<file path="src/rtl/rc_osc_pkg.sv">
// Shared types and defaults for the RC oscillator frequency meter.
package rc_osc_pkg;

    typedef enum logic [1:0] {
        IDLE,
        SETTLE,
        MEASURE,
        DONE
    } state_t;

    localparam int DEF_SYNC_STAGES = 2;
    localparam int DEF_CNT_W       = 16;
    // clk cycles per osc period at 50 MHz clk / 500 kHz osc
    localparam int NOM_RATIO       = 100;

endpackage

</file>
<file path="src/rtl/rc_osc_edge_sync.sv">
// Synchronizer for the asynchronous oscillator output plus a
// one-cycle rising-edge pulse.
module rc_osc_edge_sync
    import rc_osc_pkg::*;
#(
    parameter int SYNC_STAGES = DEF_SYNC_STAGES
) (
    input  logic clk,
    input  logic rst,
    input  logic i_async,
    output logic o_rise
);

    logic [SYNC_STAGES-1:0] r_sync;
    logic                   r_prev;

    always_ff @(posedge clk) begin
        if (rst) begin
            r_sync <= '0;
            r_prev <= 1'b0;
        end else begin
            r_sync <= {r_sync[SYNC_STAGES-2:0], i_async};
            r_prev <= r_sync[SYNC_STAGES-1];
        end
    end

    assign o_rise = r_sync[SYNC_STAGES-1] & ~r_prev;

endmodule

</file>
<file path="src/rtl/rc_osc_freq_meter.sv">
// Measures clk cycles across N RC-oscillator periods and flags the
// result against a lo/hi window, with settle and no-edge watchdog.
module rc_osc_freq_meter
    import rc_osc_pkg::*;
#(
    parameter int SYNC_STAGES  = DEF_SYNC_STAGES,
    parameter int CNT_W        = DEF_CNT_W,
    parameter int SETTLE_EDGES = 4,
    parameter int TMO_W        = 12
) (
    input  logic             clk,
    input  logic             rst,
    input  logic             start,
    input  logic             abort,
    input  logic [7:0]       n_periods,
    input  logic [CNT_W-1:0] lo_thresh,
    input  logic [CNT_W-1:0] hi_thresh,
    input  logic             osc_in,
    output logic             osc_ena,
    output logic             busy,
    output logic             meas_valid,
    input  logic             meas_ack,
    output logic [CNT_W-1:0] meas_count,
    output logic             too_fast,
    output logic             too_slow,
    output logic             timeout
);

    localparam int SW = $clog2(SETTLE_EDGES + 1);
    localparam logic [CNT_W-1:0] CNT_MAX = {CNT_W{1'b1}};
    localparam logic [SW-1:0]    SET_LAST = SW'(SETTLE_EDGES - 1);

    state_t             r_state;
    logic [7:0]         r_n;
    logic [7:0]         r_per;
    logic [CNT_W-1:0]   r_lo;
    logic [CNT_W-1:0]   r_hi;
    logic [CNT_W-1:0]   r_cyc;
    logic [SW-1:0]      r_settle;
    logic [TMO_W-1:0]   r_wdog;

    logic               w_rise;
    logic [CNT_W-1:0]   w_cyc_inc;
    logic [7:0]         w_per_inc;
    logic               w_wdog_max;

    rc_osc_edge_sync #(
        .SYNC_STAGES(SYNC_STAGES)
    ) u_sync (
        .clk     (clk),
        .rst     (rst),
        .i_async (osc_in),
        .o_rise  (w_rise)
    );

    assign w_cyc_inc  = (r_cyc == CNT_MAX) ? r_cyc : r_cyc + 1'b1;
    assign w_per_inc  = r_per + 8'd1;
    assign w_wdog_max = &r_wdog;
    assign busy       = (r_state != IDLE);

    always_ff @(posedge clk) begin
        if (rst) begin
            r_state    <= IDLE;
            r_n        <= '0;
            r_per      <= '0;
            r_lo       <= '0;
            r_hi       <= '0;
            r_cyc      <= '0;
            r_settle   <= '0;
            r_wdog     <= '0;
            osc_ena    <= 1'b0;
            meas_valid <= 1'b0;
            meas_count <= '0;
            too_fast   <= 1'b0;
            too_slow   <= 1'b0;
            timeout    <= 1'b0;
        end else begin
            unique case (r_state)
                IDLE: begin
                    if (start) begin
                        r_n      <= (n_periods == 8'd0) ? 8'd1 : n_periods;
                        r_lo     <= lo_thresh;
                        r_hi     <= hi_thresh;
                        r_cyc    <= '0;
                        r_per    <= '0;
                        r_settle <= '0;
                        r_wdog   <= '0;
                        osc_ena  <= 1'b1;
                        r_state  <= SETTLE;
                    end
                end
                SETTLE: begin
                    if (abort) begin
                        osc_ena <= 1'b0;
                        r_state <= IDLE;
                    end else if (w_rise) begin
                        r_wdog   <= '0;
                        r_settle <= r_settle + 1'b1;
                        if (r_settle == SET_LAST) begin
                            r_cyc   <= '0;
                            r_per   <= '0;
                            r_state <= MEASURE;
                        end
                    end else if (w_wdog_max) begin
                        meas_count <= r_cyc;
                        timeout    <= 1'b1;
                        too_slow   <= 1'b1;
                        too_fast   <= 1'b0;
                        meas_valid <= 1'b1;
                        osc_ena    <= 1'b0;
                        r_state    <= DONE;
                    end else begin
                        r_wdog <= r_wdog + 1'b1;
                    end
                end
                MEASURE: begin
                    if (abort) begin
                        osc_ena <= 1'b0;
                        r_state <= IDLE;
                    end else begin
                        r_cyc <= w_cyc_inc;
                        if (w_rise) begin
                            r_wdog <= '0;
                            r_per  <= w_per_inc;
                            // final edge: the count includes this cycle
                            if (w_per_inc == r_n) begin
                                meas_count <= w_cyc_inc;
                                too_fast   <= (w_cyc_inc < r_lo);
                                too_slow   <= (w_cyc_inc > r_hi);
                                timeout    <= 1'b0;
                                meas_valid <= 1'b1;
                                osc_ena    <= 1'b0;
                                r_state    <= DONE;
                            end
                        end else if (w_wdog_max) begin
                            meas_count <= r_cyc;
                            timeout    <= 1'b1;
                            too_slow   <= 1'b1;
                            too_fast   <= 1'b0;
                            meas_valid <= 1'b1;
                            osc_ena    <= 1'b0;
                            r_state    <= DONE;
                        end else begin
                            r_wdog <= r_wdog + 1'b1;
                        end
                    end
                end
                DONE: begin
                    if (abort || meas_ack) begin
                        meas_valid <= 1'b0;
                        timeout    <= 1'b0;
                        too_fast   <= 1'b0;
                        too_slow   <= 1'b0;
                        osc_ena    <= 1'b0;
                        r_state    <= IDLE;
                    end
                end
                default: r_state <= IDLE;
            endcase
        end
    end

endmodule
</file>
<file path="config.mk">
export PLATFORM = sky130hd
export DESIGN_NAME = rc_osc_freq_meter
export DESIGN_NICKNAME = d
export VERILOG_FILES = /design/src/rtl/rc_osc_pkg.sv /design/src/rtl/rc_osc_edge_sync.sv /design/src/rtl/rc_osc_freq_meter.sv
export SDC_FILE = /design/constraint.sdc
export NUM_CORES = 1
export LEC_CHECK = 0
export CAP_MARGIN = 25
export CORE_ASPECT_RATIO = 1.5
export CORE_MARGIN = 2
export CORE_UTILIZATION = 25
export DETAILED_ROUTE_END_ITERATION = 6
export GPL_ROUTABILITY_DRIVEN = 0
export GPL_TIMING_DRIVEN = 0
export MAX_ROUTING_LAYER = met4
export SETUP_SLACK_MARGIN = 0.2
export SLEW_MARGIN = 25
export SYNTH_ARGS = -nofsm -noshare
export SYNTH_HDL_FRONTEND = slang
export SYNTH_SLANG_ARGS = --single-unit
</file>
<file path="constraint.sdc">
create_clock -name clk -period 3.8 [get_ports clk]
set_input_delay 0.38 -clock clk [delete_from_list [all_inputs] [get_ports clk]]
set_output_delay 0.38 -clock clk [all_outputs]
set_load 0.1 [all_outputs]
</file>
======== Yosys cells after proc, flatten, opt, wreduce, memory -nomap -nowiden ========
Index checks and enable logic that the tools add are counted.
storage, ports and cells
  memories kept ........................... 0
  latch bits .............................. 0
  logic and storage cells ................. 141
  memory bits (read-only) ................. 0
  output and inout bits ................... 22
  memory bits (writable) .................. 0
  bits of input ports ..................... 46
  register bits after elaboration ......... 105
cells by class
  $lt $le $gt $ge ......................... 2
  bitwise operators ....................... 2
  $add $sub $neg .......................... 4
  muxes and demuxes ....................... 77
  shift-type cells ........................ 0
  divide/modulo/power cells ............... 0
  $mul .................................... 0
  reductions and logical operators ........ 20
  eq/ne operators ......................... 20
operators with widths
  operator                                                         count
  16-bit 2-to-1 mux                                                12
  8-bit 2-to-1 mux                                                 7
  12-bit 2-to-1 mux                                                4
  16-bit case mux with 3 select lines                              1
  16-bit case mux with 2 select lines                              1
  1-bit 2-to-1 mux                                                 31
  12-bit case mux with 2 select lines                              1
  8-bit case mux with 3 select lines                               1
  2-bit 2-to-1 mux                                                 9
  16-bit by 1-bit adder with 16-bit output, second input constant  1
  16-bit equality test, second input constant                      1
  16-bit greater-than comparator                                   1
  16-bit less-than comparator                                      1
  4-bit AND reduction                                              4
  2-bit != test, second input constant                             7
  12-bit by 1-bit adder with 12-bit output, second input constant  1
  1-bit case mux with 3 select lines                               4
  12-bit AND reduction                                             1
  6-bit AND reduction                                              2
  3-bit 2-to-1 mux                                                 3
  8-bit by 1-bit adder with 8-bit output, second input constant    1
  8-bit equality test                                              1
  8-bit zero test                                                  1
  4-bit != test, second input constant                             2
  other kinds (20)                                                 27

======== Logic depth before layout (Yosys ltp) ========
Gate-level depths: netlist (run 1).
  word-level depth ........................ 7
  mapped depth ............................ 15
  depth with buffers taken out ............ 14

======== By module ========
From an unflattened synthesis (run 1), not the netlist that was laid out.
second synthesis, totals
  cell total of the unflattened synthesis .. 768
  area total of the unflattened synthesis .. 5,939.4 um^2
modules (own cells, without submodules)
  module             seq. area each (um^2)  cells an instance  instances  area an instance (um^2)
  rc_osc_freq_meter  2,042.0                761                1          5,851.9
  rc_osc_edge_sync   60.1                   7                  1          87.6

======== Worst setup path after synthesis (run 1) ========
No wires, ideal clock.
  path kind ............................... register -> register
  start ................................... register r_cyc[0]
  end ..................................... register too_slow
  buffers on the path ..................... 0
  stages on the path, launching flop included .. 14
  data required time ...................... 3.683 ns
  setup time .............................. 0.117 ns
  period minus slack after synthesis ...... 2.993 ns
  data arrival time ....................... 2.875 ns
  setup slack ............................. 0.807 ns
  cell sequence ........................... dfxtp_1 -> ha_1 -> nand4_1 -> a211oi_1 -> nand4_1 -> xnor2_1 -> ha_1 -> nand4_1 -> nor2_1 -> nand4_1 -> a21o_1 -> a21oi_1 -> o22ai_1 -> o211a_1
between the ends
  longest elaborated chain between the ends .. 7
  elaborated cells on any way between the ends .. 8
  those cells by class .................... add/sub (1); order compare (1); eq/ne (1); mux (5)
ends and longest elaborated chain
  what                                                                              line                      text
  start: declaration                                                                rc_osc_freq_meter.sv:38   logic [CNT_W-1:0] r_cyc;
  start signal: assignment                                                          rc_osc_freq_meter.sv:121  r_cyc <= w_cyc_inc;
  16-bit by 1-bit adder with 16-bit output or 16-bit equality test (tied branches)  rc_osc_freq_meter.sv:56   assign w_cyc_inc = (r_cyc == CNT_MAX) ? r_cyc : r_cyc + 1'b1;
  16-bit 2-to-1 mux *                                                               rc_osc_freq_meter.sv:56
  16-bit greater-than comparator *                                                  rc_osc_freq_meter.sv:129  too_slow <= (w_cyc_inc > r_hi);
  1-bit 2-to-1 mux *                                                                rc_osc_freq_meter.sv:126  if (w_per_inc == r_n) begin
  1-bit 2-to-1 mux *                                                                rc_osc_freq_meter.sv:122  if (w_rise) begin
  1-bit 2-to-1 mux *                                                                rc_osc_freq_meter.sv:117  if (abort) begin
  1-bit case mux with 3 select lines *                                              rc_osc_freq_meter.sv:78   unique case (r_state)
  end signal: assignment                                                            rc_osc_freq_meter.sv:129
  end: declaration                                                                  rc_osc_freq_meter.sv:25   output logic too_slow,
Mark *: on every way between the ends. The rest lies on a longest branch, timed or not. The select of a mux whose other input is x is not followed.
A chain may end at the register's enable or synchronous reset.

======== Worst setup path after layout (run 1) ========
Same ends and word-level chain as after synthesis.

==> results of run 1 <==
[worst paths after layout]
| kind | start | to | slack [ns] | depth (start not counted) |
|---|---|---|---|---|
| hold reg to reg | u_sync.r_sync[0] | u_sync.r_sync[1] | 0.44 | 1 |
| setup reg to reg | r_cyc[0] | too_slow | 0.38 | 14 |
| setup / recovery | r_cyc[0] | too_slow | 0.38 | 14 |
| hold / removal | u_sync.r_sync[0] | u_sync.r_sync[1] | 0.44 | 1 |
[per-stage QoR]
step	hold WS [ns]	TNS (ns)	utilization	setup slack [ns]	total power [mW]
after global routing	0.472	0	0.319	0.183	2.61
after global placement	0.416	-0.0168	0.299	-0.0168	1.59
final	0.442	0	0.319	0.384	2.50
after floorplan	0.414	0	-	0.807	1.45
after CTS	0.449	0	0.312	0.201	2.53
after detailed placement	0.429	-0.0324	0.299	-0.0324	1.59
[synth_stat cells, types with 6 or more instances]
master and count:
and3_1 7, inv_1 39, ha_1 39, nand2_1 121, dfxtp_1 105, and2_1 9
and4_1 6, xor2_1 13, nor3_1 25, clkbuf_1 46, a211oi_1 6, o22ai_1 8
nand2b_1 7, a21o_1 10, nand4_1 19, a211oi_2 10, nor2b_1 7, o21ai_0 33
xnor2_1 21, nand3_1 22, a21oi_1 88, nor2_1 73, or3_1 7
[critical path: stages, from the launching register on]
cell and delay [ns]:
dfxtp_2 0.40, ha_1 0.24, nand4_1 0.21, buf_4 0.22, a211oi_4 0.27, nand4_1 0.27, xnor2_2 0.26, ha_1 0.32
nand4_1 0.11, nor2_1 0.17, nand4_1 0.15, a21o_1 0.19, a21oi_1 0.24, o22ai_1 0.12, o211a_1 0.14
[layout make-up]
| cell class | instances | area [um2] |
|---|---|---|
| buffer | 53 | 223 |
| sequential | 105 | 2110 |
| inverter | 39 | 146 |
| clock buffer | 10 | 229 |
| tap | 319 | 399 |
| timing repair buffer | 74 | 721 |
| clock inverter | 5 | 57.6 |
| fill | 2536 | 16200 |
| multi-input combinational | 590 | 3680 |
[state kept, by name (all words and copies together) (netlist names)]
name,count
meas_count,16
r_wdog,12
u_sync.r_sync,2
too_fast,1
r_hi,16
r_lo,16
u_sync.r_prev,1
r_settle,3
too_slow,1
r_cyc,16
meas_valid,1
r_per,8
osc_ena,1
timeout,1
r_state,2
r_n,8
[timing repair]
item                       CTS  global route
setup endpoints to repair    2             2
pin swaps                    0             4
setup buffers                0             8
resized for setup            5            27
[cells by family (layout without fill, tap and decap cells)]
group           after synthesis  in the layout  share of synthesized area
simple gates                318            318                      0.248
flops                       105            105                      0.349
buf+inv                      92            181                     0.0600
fa+ha+maj                    39             39                     0.0809
xor+xnor                     34             34                     0.0494
compound gates              197            197                      0.210
mux                           2              2                    0.00353
[where the power goes]
| part | switching, mW | internal (mW) | leakage [nW] |
|---|---|---|---|
| Clock | 0.428 | 0.507 | 0.131 |
| Combinational | 0.251 | 0.152 | 1.80 |
| Sequential | 0.0267 | 1.14 | 0.855 |
| Total | 0.706 | 1.80 | 2.79 |
[metal layers]
metal	track usage	share of wire
met5	-	0
met3	0.0185	0.038
met2	0.265	0.52
met1	0.154	0.39
met4	0.0875	0.054
==> results.sh, run 1 <==
export IMPL_grt_ovfl_total=0
export IMPL_num_vias=5822
export IMPL_htreeDepth=3
export IMPL_cts_clk_slew_worst_paths_ns=0.07
export IMPL_post_route_period_util=0.899
export IMPL_clockBufferDepth=2
export IMPL_grt_first_pass_wirelength_mm=28.7
export IMPL_final_common_cell="nand2_1"
export IMPL_worst_pin_slew_ns=0.989
export IMPL_diodes=0
export IMPL_dpl_instance_area_um2=7090
export IMPL_startpoint_type="flip-flop"
export IMPL_tritoncts="yes"
export IMPL_grt_start_max_net_pins=17
export IMPL_cts_root_buffer="clkbuf_16"
export IMPL_wl_mm=18.4
export IMPL_synth_ff_type="dfxtp_1"
export IMPL_fin_area_um2=7560
export IMPL_antenna_found_initial=0
export IMPL_drtIter0Drc=353
export IMPL_fin_cells=1195
export IMPL_post_route_min_period_ns=3.42
export IMPL_grt_pass1_vias=5655
export IMPL_synth_nets=872
export IMPL_track_usage=0.149
export IMPL_skew_ns=0.0104
export IMPL_path_class="reg -> reg"
export IMPL_core_area_um2=23700
export IMPL_yosys_top_cells_area="dfxtp_1 (35%), ha_1 (8.1%), nand2_1 (7.5%)"
export IMPL_synth_enable_flop_cells=0
export IMPL_slew_headroom=0.339
export IMPL_cts_hold_fix_buffers=0
export IMPL_rsz0062_at_grt="no"
export IMPL_syn_cell_area_um2=6030
export IMPL_finalHoldViolCount=0
export IMPL_cts_made_buffers=9
export IMPL_cap_violations=0
export IMPL_die_h_um=194
export IMPL_setup_viol=0
export IMPL_synth_cell_types=60
export IMPL_layout_drive_gt1_share=0.0776
export IMPL_ys_ff_latch=105
export IMPL_ant_nets=0
export IMPL_powerDensity_nw_per_um2=331
export IMPL_synth_seq_area_share=0.349
export IMPL_p_leak_nw=2.79
export IMPL_viasPerCell=4.87
export IMPL_synthToLayoutAreaGrowth_pct=25.5
export IMPL_slew_violations=0
export IMPL_synthCells=787
export IMPL_die_w_um=131
export IMPL_yosysTopAreaCell="dfxtp_1"
export IMPL_nNetsFinal=957
export IMPL_max_vdd_ir_drop_uv=198
export IMPL_ys_async_sr_fraction=0
export IMPL_drc=0
export IMPL_wl_per_cell_um=15.4
export IMPL_die_area_um2=25400
export IMPL_dr_pass1_iters=5
export IMPL_final_cell_mix="nand2_1 (121), dfxtp_1 (102), a21oi_1 (88)"
export IMPL_numClockSinks=105
export IMPL_dpl_cell_count=1172
export IMPL_num_rows=69
export IMPL_yosys_warnings=0
export IMPL_crit_fanout=8
export IMPL_start_util=0.254
export IMPL_cp_required_ns=4.04
export IMPL_endpoint_kind="flip-flop"
export IMPL_synth_top_area_share=0.349
export IMPL_fmax_ghz=0.293
export IMPL_post_dp_hpwl_mm=13.9
export IMPL_hold_path_class="reg -> reg"
export IMPL_insertion_delay_ns=0.35
export IMPL_io_buffers=66
export IMPL_cp_arrival_ns=3.66
export IMPL_syn_avg_cell_area_um2=7.66
export IMPL_io_pins=68
export IMPL_status="finished, final reports clean"
Power figures use the tool's default switching activity.
==> run 2: changes to the inputs <==
--- a/config.mk
+++ b/config.mk
@@ -8,11 +8,12 @@
 export CAP_MARGIN = 25
 export CORE_ASPECT_RATIO = 1.5
 export CORE_MARGIN = 2
-export CORE_UTILIZATION = 25
+export CORE_UTILIZATION = 57
 export DETAILED_ROUTE_END_ITERATION = 6
 export GPL_ROUTABILITY_DRIVEN = 0
 export GPL_TIMING_DRIVEN = 0
 export MAX_ROUTING_LAYER = met4
+export PLACE_DENSITY = 0.81
 export SETUP_SLACK_MARGIN = 0.2
 export SLEW_MARGIN = 25
 export SYNTH_ARGS = -nofsm -noshare
==> results.sh, run 2 (synthesis gave the netlist of run 1 again) <==
export IMPL_post_route_min_period_ns=3.54
export IMPL_layout_setup_ws_ns=0.264
export IMPL_endpoint_kind="flip-flop"
export IMPL_grt_start_max_net_pins=20
export IMPL_whs_ns=0.443
export IMPL_cts_root_buffer="clkbuf_16"
export IMPL_antenna_found_initial=0
export IMPL_p_leak_nw=2.76
export IMPL_fmax_ghz=0.283
export IMPL_setup_viol=0
export IMPL_final_cell_mix="nand2_1 (121), dfxtp_1 (104), a21oi_1 (87)"
export IMPL_min_delay_start="u_sync.r_sync[0]"
export IMPL_wl_per_cell_um=16.9
export IMPL_grt_first_pass_wirelength_mm=27.2
export IMPL_cap_violations=0
export IMPL_die_area_um2=11400
export IMPL_place_ws_ns=-0.00162
export IMPL_powerDensity_nw_per_um2=350
export IMPL_skew_ns=0.00785
export IMPL_drc=0
export IMPL_final_common_cell="nand2_1"
export IMPL_hold_path_class="reg -> reg"
export IMPL_grt_pass1_vias=5739
export IMPL_fin_setup_tns_ns=0
export IMPL_cp_arrival_ns=3.84
export IMPL_io_pins=68
export IMPL_max_vdd_ir_drop_uv=244
export IMPL_viasPerCell=5.89
export IMPL_num_vias=5994
export IMPL_layout_drive_gt1_share=0.0687
export IMPL_status="finished, final reports clean"
export IMPL_path_class="reg -> reg"
export IMPL_drtIter0Drc=453
export IMPL_die_w_um=88.0
export IMPL_post_dp_hpwl_mm=12.7
export IMPL_startpoint="r_cyc[0]"
export IMPL_cts_made_buffers=9
export IMPL_tritoncts="yes"
export IMPL_htreeDepth=3
export IMPL_nNetsFinal=953
export IMPL_rsz0062_at_grt="yes"
export IMPL_clockBufferDepth=2
export IMPL_startpoint_type="flip-flop"
export IMPL_track_usage=0.315
export IMPL_ant_nets=0
export IMPL_wl_mm=17.2
export IMPL_io_buffers=66
export IMPL_dpl_cell_count=997
export IMPL_slew_violations=0
export IMPL_start_util=0.579
export IMPL_finalHoldViolCount=0
export IMPL_slew_headroom=0.333
export IMPL_reg2reg_from="r_cyc[0]"
export IMPL_cts_clk_slew_worst_paths_ns=0.07
export IMPL_dr_pass1_iters=6
export IMPL_post_route_period_util=0.931
export IMPL_num_rows=46
export IMPL_diodes=0
export IMPL_die_h_um=130
export IMPL_fin_cells=1017
export IMPL_numClockSinks=105
export IMPL_synthToLayoutAreaGrowth_pct=21.0
export IMPL_worst_pin_slew_ns=0.997
export IMPL_crit_fanout=8
export IMPL_grt_ovfl_total=0
export IMPL_cp_required_ns=4.10
export IMPL_core_area_um2=10400
export IMPL_insertion_delay_ns=0.36
export IMPL_post_route_util=0.700
[run 2: cell types whose count changed in the layout (fill, tap and decap cells not counted), moves of 2 or more]
cell,previous run,this run
nand3_2,2,0
dfxtp_2,3,1
nand3_1,20,22
clkinvlp_4,3,0
inv_6,0,2
clkinv_4,0,3
nor4_4,2,0
clkbuf_2,6,4
buf_4,9,5
dfxtp_1,102,104
[run 2: power breakdown]
group          switching [mW]  internal, mW
Sequential             0.0276          1.14
Combinational           0.255         0.152
Clock                   0.458         0.525
[run 2: worst paths after layout]
path / cells after the start / slack [ns] / endpoint
min: 1 / 0.44 / u_sync.r_sync[1]
max reg2reg: 14 / 0.26 / too_slow
min reg2reg: 1 / 0.44 / u_sync.r_sync[1]
max: 14 / 0.26 / too_slow
[run 2: worst max-delay path: stages (launching register included)]
cell     delay (ns)
dfxtp_2        0.37
ha_1           0.25
nand4_1        0.22
nor3_2         0.10
nor4_2         0.49
nand3_1        0.31
xnor2_2        0.26
ha_1           0.33
nand4_1        0.11
nor2_1         0.16
nand4_1        0.16
nor3_1         0.27
a21oi_2        0.09
o22ai_1        0.20
o211a_1        0.17
[run 2: layout make-up]
cell class                      instances  area (um2)
Sequential cell                       105        2100
Timing Repair Buffer                   70         691
Clock buffer                            9         225
Clock inverter                          7        85.1
Fill cell                             829        3120
Multi-Input combinational cell        590        3640
Tap cell                              144         180
Buffer                                 53         220
Inverter                               39         146
[run 2: stage by stage]
stage / area [um2] / power [mW]
6_report: 7290 / 2.56
5_1_grt: 7290 / 2.65
4_1_cts: 7230 / 2.55
3_5_place_dp: 6870 / 1.59
3_3_place_gp: 6870 / 1.57
2_1_floorplan: 6030 / 1.45
[run 2: per-layer routing]
layer  share of wire  GRT usage
met5               0          -
met4           0.059      0.183
met3           0.051     0.0417
met2            0.52      0.556
met1            0.37      0.331
[run 2: timing repair]
action,in CTS,in global routing
gates resized for setup,7,14
pin swaps,0,3
endpoints found under the setup margin,2,2
hold buffers,0,0
setup buffers,0,4
